===== src/rtl/core_sequencer_if.sv =====
// Instruction-memory port of the core sequencer: request handshake plus response.
interface core_sequencer_if;
    logic        imem_req_valid;
    logic        imem_req_ready;
    logic [31:0] imem_addr;
    logic        imem_resp_valid;
    logic [31:0] imem_resp_data;

    modport master (
        output imem_req_valid,
        output imem_addr,
        input  imem_req_ready,
        input  imem_resp_valid,
        input  imem_resp_data
    );

    modport slave (
        input  imem_req_valid,
        input  imem_addr,
        output imem_req_ready,
        output imem_resp_valid,
        output imem_resp_data
    );
endinterface


===== src/rtl/core_sequencer.sv =====
// Multi-cycle control FSM: fetches one instruction, holds it for Decode/Execute,
// owns the PC, gates register-file writes, counts retirements and halts on faults.
module core_sequencer #(
    parameter logic [31:0] RESET_PC      = 32'h0000_0000,
    parameter int          FETCH_TIMEOUT = 255
) (
    input  logic                     clk,
    input  logic                     reset,
    input  logic                     run,
    core_sequencer_if.master         imem,
    output logic [31:0]              instr_word,
    input  logic                     decode_illegal,
    output logic [31:0]              pc,
    input  logic [31:0]              exec_new_pc,
    input  logic                     exec_reg_we,
    output logic                     rf_we,
    output logic                     retire,
    output logic [31:0]              retired_count,
    output logic                     fault,
    output logic [1:0]               fault_cause,
    output logic [2:0]               state_dbg
);

    typedef enum logic [2:0] {
        S_IDLE       = 3'd0,
        S_FETCH_REQ  = 3'd1,
        S_FETCH_WAIT = 3'd2,
        S_DECODE     = 3'd3,
        S_EXECUTE    = 3'd4,
        S_WRITEBACK  = 3'd5,
        S_HALT       = 3'd6
    } state_t;

    localparam logic [1:0] CAUSE_ILLEGAL   = 2'd1;
    localparam logic [1:0] CAUSE_MISALIGN  = 2'd2;
    localparam logic [1:0] CAUSE_TIMEOUT   = 2'd3;
    // Counter starts at 0 on entry, so the last permitted wait cycle is FETCH_TIMEOUT-1.
    localparam logic [7:0] WAIT_LAST       = 8'(FETCH_TIMEOUT - 1);

    state_t      state_q,   state_d;
    logic [31:0] pc_q,      pc_d;
    logic [31:0] instr_q,   instr_d;
    logic [7:0]  wait_q,    wait_d;
    logic [31:0] new_pc_q,  new_pc_d;
    logic        we_q,      we_d;
    logic [31:0] retired_count_q, retired_count_d;
    logic        fault_q,   fault_d;
    logic [1:0]  cause_q,   cause_d;
    logic        req_valid;
    logic        rf_we_c;
    logic        retire_c;

    always_ff @(posedge clk) begin
        if (reset) begin
            state_q         <= S_IDLE;
            pc_q            <= RESET_PC;
            instr_q         <= 32'd0;
            wait_q          <= 8'd0;
            new_pc_q        <= 32'd0;
            we_q            <= 1'b0;
            retired_count_q <= 32'd0;
            fault_q         <= 1'b0;
            cause_q         <= 2'd0;
        end else begin
            state_q         <= state_d;
            pc_q            <= pc_d;
            instr_q         <= instr_d;
            wait_q          <= wait_d;
            new_pc_q        <= new_pc_d;
            we_q            <= we_d;
            retired_count_q <= retired_count_d;
            fault_q         <= fault_d;
            cause_q         <= cause_d;
        end
    end

    always_comb begin
        state_d         = state_q;
        pc_d            = pc_q;
        instr_d         = instr_q;
        wait_d          = wait_q;
        new_pc_d        = new_pc_q;
        we_d            = we_q;
        retired_count_d = retired_count_q;
        fault_d         = fault_q;
        cause_d         = cause_q;
        req_valid       = 1'b0;
        rf_we_c         = 1'b0;
        retire_c        = 1'b0;

        case (state_q)
            S_IDLE: begin
                if (run) state_d = S_FETCH_REQ;
            end
            S_FETCH_REQ: begin
                req_valid = 1'b1;
                if (imem.imem_req_ready) begin
                    state_d = S_FETCH_WAIT;
                    wait_d  = 8'd0;
                end
            end
            S_FETCH_WAIT: begin
                // A response landing on the timeout cycle still wins.
                if (imem.imem_resp_valid) begin
                    instr_d = imem.imem_resp_data;
                    state_d = S_DECODE;
                end else if (wait_q == WAIT_LAST) begin
                    state_d = S_HALT;
                    fault_d = 1'b1;
                    cause_d = CAUSE_TIMEOUT;
                end else begin
                    wait_d  = wait_q + 8'd1;
                end
            end
            S_DECODE: begin
                if (decode_illegal) begin
                    state_d = S_HALT;
                    fault_d = 1'b1;
                    cause_d = CAUSE_ILLEGAL;
                end else begin
                    state_d = S_EXECUTE;
                end
            end
            S_EXECUTE: begin
                new_pc_d = exec_new_pc;
                we_d     = exec_reg_we;
                if (exec_new_pc[1:0] != 2'b00) begin
                    state_d = S_HALT;
                    fault_d = 1'b1;
                    cause_d = CAUSE_MISALIGN;
                end else begin
                    state_d = S_WRITEBACK;
                end
            end
            S_WRITEBACK: begin
                rf_we_c         = we_q;
                retire_c        = 1'b1;
                pc_d            = new_pc_q;
                retired_count_d = retired_count_q + 32'd1;
                state_d         = run ? S_FETCH_REQ : S_IDLE;
            end
            S_HALT: begin
                state_d = S_HALT;
            end
            default: begin
                state_d = S_IDLE;
            end
        endcase
    end

    assign imem.imem_req_valid = req_valid;
    assign imem.imem_addr      = pc_q;
    assign instr_word          = instr_q;
    assign pc                  = pc_q;
    assign rf_we               = rf_we_c;
    assign retire              = retire_c;
    assign retired_count       = retired_count_q;
    assign fault               = fault_q;
    assign fault_cause         = cause_q;
    assign state_dbg           = state_q;

endmodule


===== src/flat_wrapper.sv =====
// flat-port wrapper written by rule: the top's interface ports become plain ports
module core_sequencer_flat 
#(
    parameter logic [31:0] RESET_PC      = 32'h0000_0000,
    parameter int          FETCH_TIMEOUT = 255
)
  (clk, reset, run, instr_word, decode_illegal, pc, exec_new_pc, exec_reg_we, rf_we, retire, retired_count, fault, fault_cause, state_dbg, imem_imem_req_valid, imem_imem_addr, imem_imem_req_ready, imem_imem_resp_valid, imem_imem_resp_data);
  core_sequencer_if imem_i ();
  input  logic clk;
  input  logic reset;
  input  logic run;
  output logic [31:0] instr_word;
  input  logic decode_illegal;
  output logic [31:0] pc;
  input  logic [31:0] exec_new_pc;
  input  logic exec_reg_we;
  output logic rf_we;
  output logic retire;
  output logic [31:0] retired_count;
  output logic fault;
  output logic [1:0] fault_cause;
  output logic [2:0] state_dbg;
  output wire logic [$bits(imem_i.imem_req_valid)-1:0] imem_imem_req_valid;
  output wire logic [$bits(imem_i.imem_addr)-1:0] imem_imem_addr;
  input wire logic [$bits(imem_i.imem_req_ready)-1:0] imem_imem_req_ready;
  input wire logic [$bits(imem_i.imem_resp_valid)-1:0] imem_imem_resp_valid;
  input wire logic [$bits(imem_i.imem_resp_data)-1:0] imem_imem_resp_data;
  assign imem_imem_req_valid = imem_i.imem_req_valid;
  assign imem_imem_addr = imem_i.imem_addr;
  assign imem_i.imem_req_ready = imem_imem_req_ready;
  assign imem_i.imem_resp_valid = imem_imem_resp_valid;
  assign imem_i.imem_resp_data = imem_imem_resp_data;
  core_sequencer #(.RESET_PC(RESET_PC), .FETCH_TIMEOUT(FETCH_TIMEOUT)) u_core (.clk(clk), .reset(reset), .run(run), .imem(imem_i), .instr_word(instr_word), .decode_illegal(decode_illegal), .pc(pc), .exec_new_pc(exec_new_pc), .exec_reg_we(exec_reg_we), .rf_we(rf_we), .retire(retire), .retired_count(retired_count), .fault(fault), .fault_cause(fault_cause), .state_dbg(state_dbg));
endmodule

===== config.mk =====
export PLATFORM = sky130hd
export DESIGN_NAME = core_sequencer_flat
export DESIGN_NICKNAME = d
export VERILOG_FILES = /design/src/rtl/core_sequencer_if.sv /design/src/rtl/core_sequencer.sv /design/src/flat_wrapper.sv
export SDC_FILE = /design/constraint.sdc
export NUM_CORES = 1
export LEC_CHECK = 0
export ABC_AREA = 1
export BUFFER_PORTS_ARGS = -buffer_cell sky130_fd_sc_hd__buf_2
export CAP_MARGIN = 5
export CORE_MARGIN = 8
export CORE_UTILIZATION = 54
export DETAILED_ROUTE_END_ITERATION = 6
export GPL_TIMING_DRIVEN = 1
export PLACE_DENSITY_LB_ADDON = 0.12
export SLEW_MARGIN = 25
export SYNTH_ARGS = -nofsm -noshare
export SYNTH_HDL_FRONTEND = slang
export SYNTH_SLANG_ARGS = --single-unit
export TNS_END_PERCENT = 1

===== constraint.sdc =====
create_clock -name clk -period 3.97 [get_ports clk]
set_clock_uncertainty 0.1 [all_clocks]
set_input_delay 0.5955 -clock clk [delete_from_list [all_inputs] [get_ports clk]]
set_output_delay 0.5955 -clock clk [all_outputs]
set_load 0.02 [all_outputs]

==> metrics <==
Hold Crit Start=imem_imem_resp_data[12]; CP startpoint kind=flop; max-slew violation count=0; Endpoint, Worst Hold=u_core.instr_word[12]; fin crit share=66.05%; r2r setup slk=1.70 ns; pin count of the biggest net entering global routing=55; Fin Setup TNS=0 ns; Mean Syn Cell Area=7.171 um^2; Final min period=2.622 ns; FP Rows=38; #FFs+latches synth=143; Worst-Margin Slew=0.8050 ns; status=finished clean; RSZ-0062 raised after global routing=no; worst-case clock buffer depth=2; Total Wirelength=15460 um; relative slew slack=46.25%; final net count=1086; Fill cells=1010; Post-Synth XOR/XNOR Area=1.152%; Post-CTS Resized=0; Multi-input gate area=0.002625 mm^2; Post-synth EDFFs=0; Async S/R FF share, synth=0%; post-route cell area=0.007466 mm^2; hold depth=3; Crit Path Class=flop to primary output; Cells after Synth=848; initial core utilization=55.61%; crit-path cells=nand3_4 > clkinv_2 > buf_2; first-pass GRT wire length=25090 um; Buf/Inv on CP=2; clock net sink count=143; I/O Buffers=207; detailed-route DRC error count=0; worst endpoint required time=3.27 ns; Mapped Area=0.006081 mm^2; Post-DRT Antenna Nets=0; Worst-path clk slew=0.06 ns; Core ar.=0.01094 mm^2; routability cong.=0.8681; Pwr per Cell Area=519.6 mW/mm^2; final setup fails=0; synth unique cells=33; vias in the first global route=5339; total gr overflow=0; Pre-antenna DRT Iters=4; top_reg_cell synth=dfxtp_1; initial antenna violation count=1; post-DR wirelength/cell=13.30 um; reg2reg path depth=9; final hold vios=0; critical path endpoint category=primary output; Setup Buffers After CTS=0; DR vias=5718; post-synthesis sequential area ratio=47.08%; diode count=0; Worst Setup SP=u_core.state_dbg[0]; Syn. warnings=0; reg2reg end=u_core.state_dbg[0]; DRT iter0 DRCs=412; Fmax=381.4 MHz; Synth Area in Adders=0.6173%; storage element area=0.002863 mm^2; placed cell area=0.006922 mm^2; mux contribution to synthesized area=0%; GRT Total Usage=20.74%; largest family of logic cells by synthesized area=simple AND/OR/NAND/NOR gates; Die ar.=0.01491 mm^2; Die Ht=122.1 um; Worst VDD drop=0.3612 mV; CTS H-Tree Depth=4; cts bufs inserted=17; Die W=122.1 um; LEAKAGE=0.003397 uW; simple-gate share of the synthesized area=29.47%; Crit Path Max Fanout=39; CTS tree=built; share of cells above drive strength 1=25.34%; vias per std cell=4.921; Total Power=3879 uW; Mapped Nets=922; Largest delay share family, worst path=buffers and inverters; IO Count=208; CP max stage cell=dfxtp_1; Min-Delay Path Class=input port to flop; Arr. time, crit path=1.93 ns; Synth Area in Compound Gates=11.93%; later-pin clock latency in the skew report=0.41 ns; worst stage delay on the critical path=0.52 ns; maxcap violations=0; Post-DP HPWL=11000 um; FF-to-FF Start=u_core.state_dbg[0]; area grow syn2layout=22.78%; Post-CTS Hold Buffers=0; root buffer cell=clkbuf_16
## logic make-up (layout without fill, tap and decap cells)
| family | count (synthesis) | in the layout |
|---|---|---|
| fa+ha+maj | 3 | 3 |
| buf+inv | 116 | 290 |
| simple gates | 438 | 438 |
| flops | 143 | 143 |
| xor+xnor | 8 | 8 |
| compound gates | 140 | 140 |
## tightest hold or removal path, delay by kind of cell
| family | cells | cell delay [ns] |
|---|---|---|
| buffers and inverters | 1 | 0.07 |
| AOI/OAI and AO/OA | 1 | 0.07 |
| and+or+nand+nor | 1 | 0.07 |
## area by class of cell
cell class | count | area share [%]
Sequential cell | 143 | 38.34
Multi-Input combinational cell | 589 | 35.16
Clock inverter | 7 | 1.207
Tap cell | 140 | 2.346
Inverter | 49 | 2.480
Timing Repair Buffer | 212 | 14.38
Clock buffer | 22 | 6.083
## metal layers
metal	vias to the layer above	GRT usage (%)	share of wire (%)
met5	-	0	0.065
met4	2	6.245	1.1
met3	13	6.941	8.2
met2	177	35.12	48
met1	2541	24.42	42
li1	2985	-	-
## per-stage QoR
stage	cells	setup WS [ns]	utilization, %	hold slack, ns
finish	1162	1.348	68.27	0.3282
global route	1162	1.215	68.27	0.3396
CTS	1162	1.301	68.27	0.3159
detailed placement	1133	1.704	63.30	0.3462
global placement	1133	1.795	63.30	0.3426
floorplan	848	1.883	-	0.3295
## cells in the final DEF (no fill, tap or decap), types with 4 or more instances in the layout
| master | n |
|---|---|
| clkbuf_16 | 17 |
| nor2_1 | 220 |
| xor2_1 | 5 |
| nor3_1 | 8 |
| dfxtp_1 | 143 |
| inv_1 | 40 |
| o21ai_1 | 4 |
| buf_2 | 207 |
| nand4_1 | 7 |
| inv_2 | 8 |
| nor2_4 | 5 |
| nand2_1 | 165 |
| o21ai_0 | 75 |
| clkbuf_1 | 4 |
| a21oi_1 | 52 |
| nand3_1 | 23 |
| o21bai_1 | 6 |
| clkinv_2 | 4 |
| buf_4 | 5 |
## registers in the layout, indices dropped and copies added, names as in the netlist
name,cells
u_core.fault,1
u_core.fault_cause,2
u_core.imem.imem_addr,32
u_core.instr_word,32
u_core.new_pc_q,32
u_core.retired_count,32
u_core.state_dbg,3
u_core.wait_q,8
u_core.we_q,1
## worst max path at each step
stage                                      to  slack [ns]  cells after the start
after detailed placement  u_core.state_dbg[0]        1.70                      9
after floorplan                         rf_we        1.88                      4
after CTS                              retire        1.30                      3
after global placement    u_core.state_dbg[0]        1.80                      9
final                                  retire        1.35                      3
after global routing                   retire        1.21                      3
## synthesized netlist by cell type (2+ instances only)
| master | count | share of area [%] |
|---|---|---|
| a21oi_1 | 52 | 4.3 |
| buf_2 | 8 | 0.66 |
| buf_4 | 35 | 4.3 |
| buf_6 | 2 | 0.37 |
| clkbuf_1 | 21 | 1.3 |
| dfxtp_1 | 143 | 47 |
| ha_1 | 3 | 0.62 |
| inv_1 | 41 | 2.5 |
| inv_2 | 7 | 0.43 |
| nand2_1 | 165 | 10 |
| nand2_2 | 3 | 0.31 |
| nand3_1 | 23 | 1.9 |
| nand4_1 | 7 | 0.72 |
| nor2_1 | 220 | 14 |
| nor2_4 | 5 | 0.93 |
| nor3_1 | 8 | 0.66 |
| o21ai_0 | 75 | 6.2 |
| o21ai_1 | 4 | 0.33 |
| o21bai_1 | 6 | 0.74 |
| xnor2_1 | 3 | 0.43 |
| xor2_1 | 5 | 0.72 |
## power breakdown
group	internal [uW]	switching, uW
combinational	249	487
sequential	1570	87.2
clock	926	558
total	2750	1130
(Power assumes the default switching activity.)
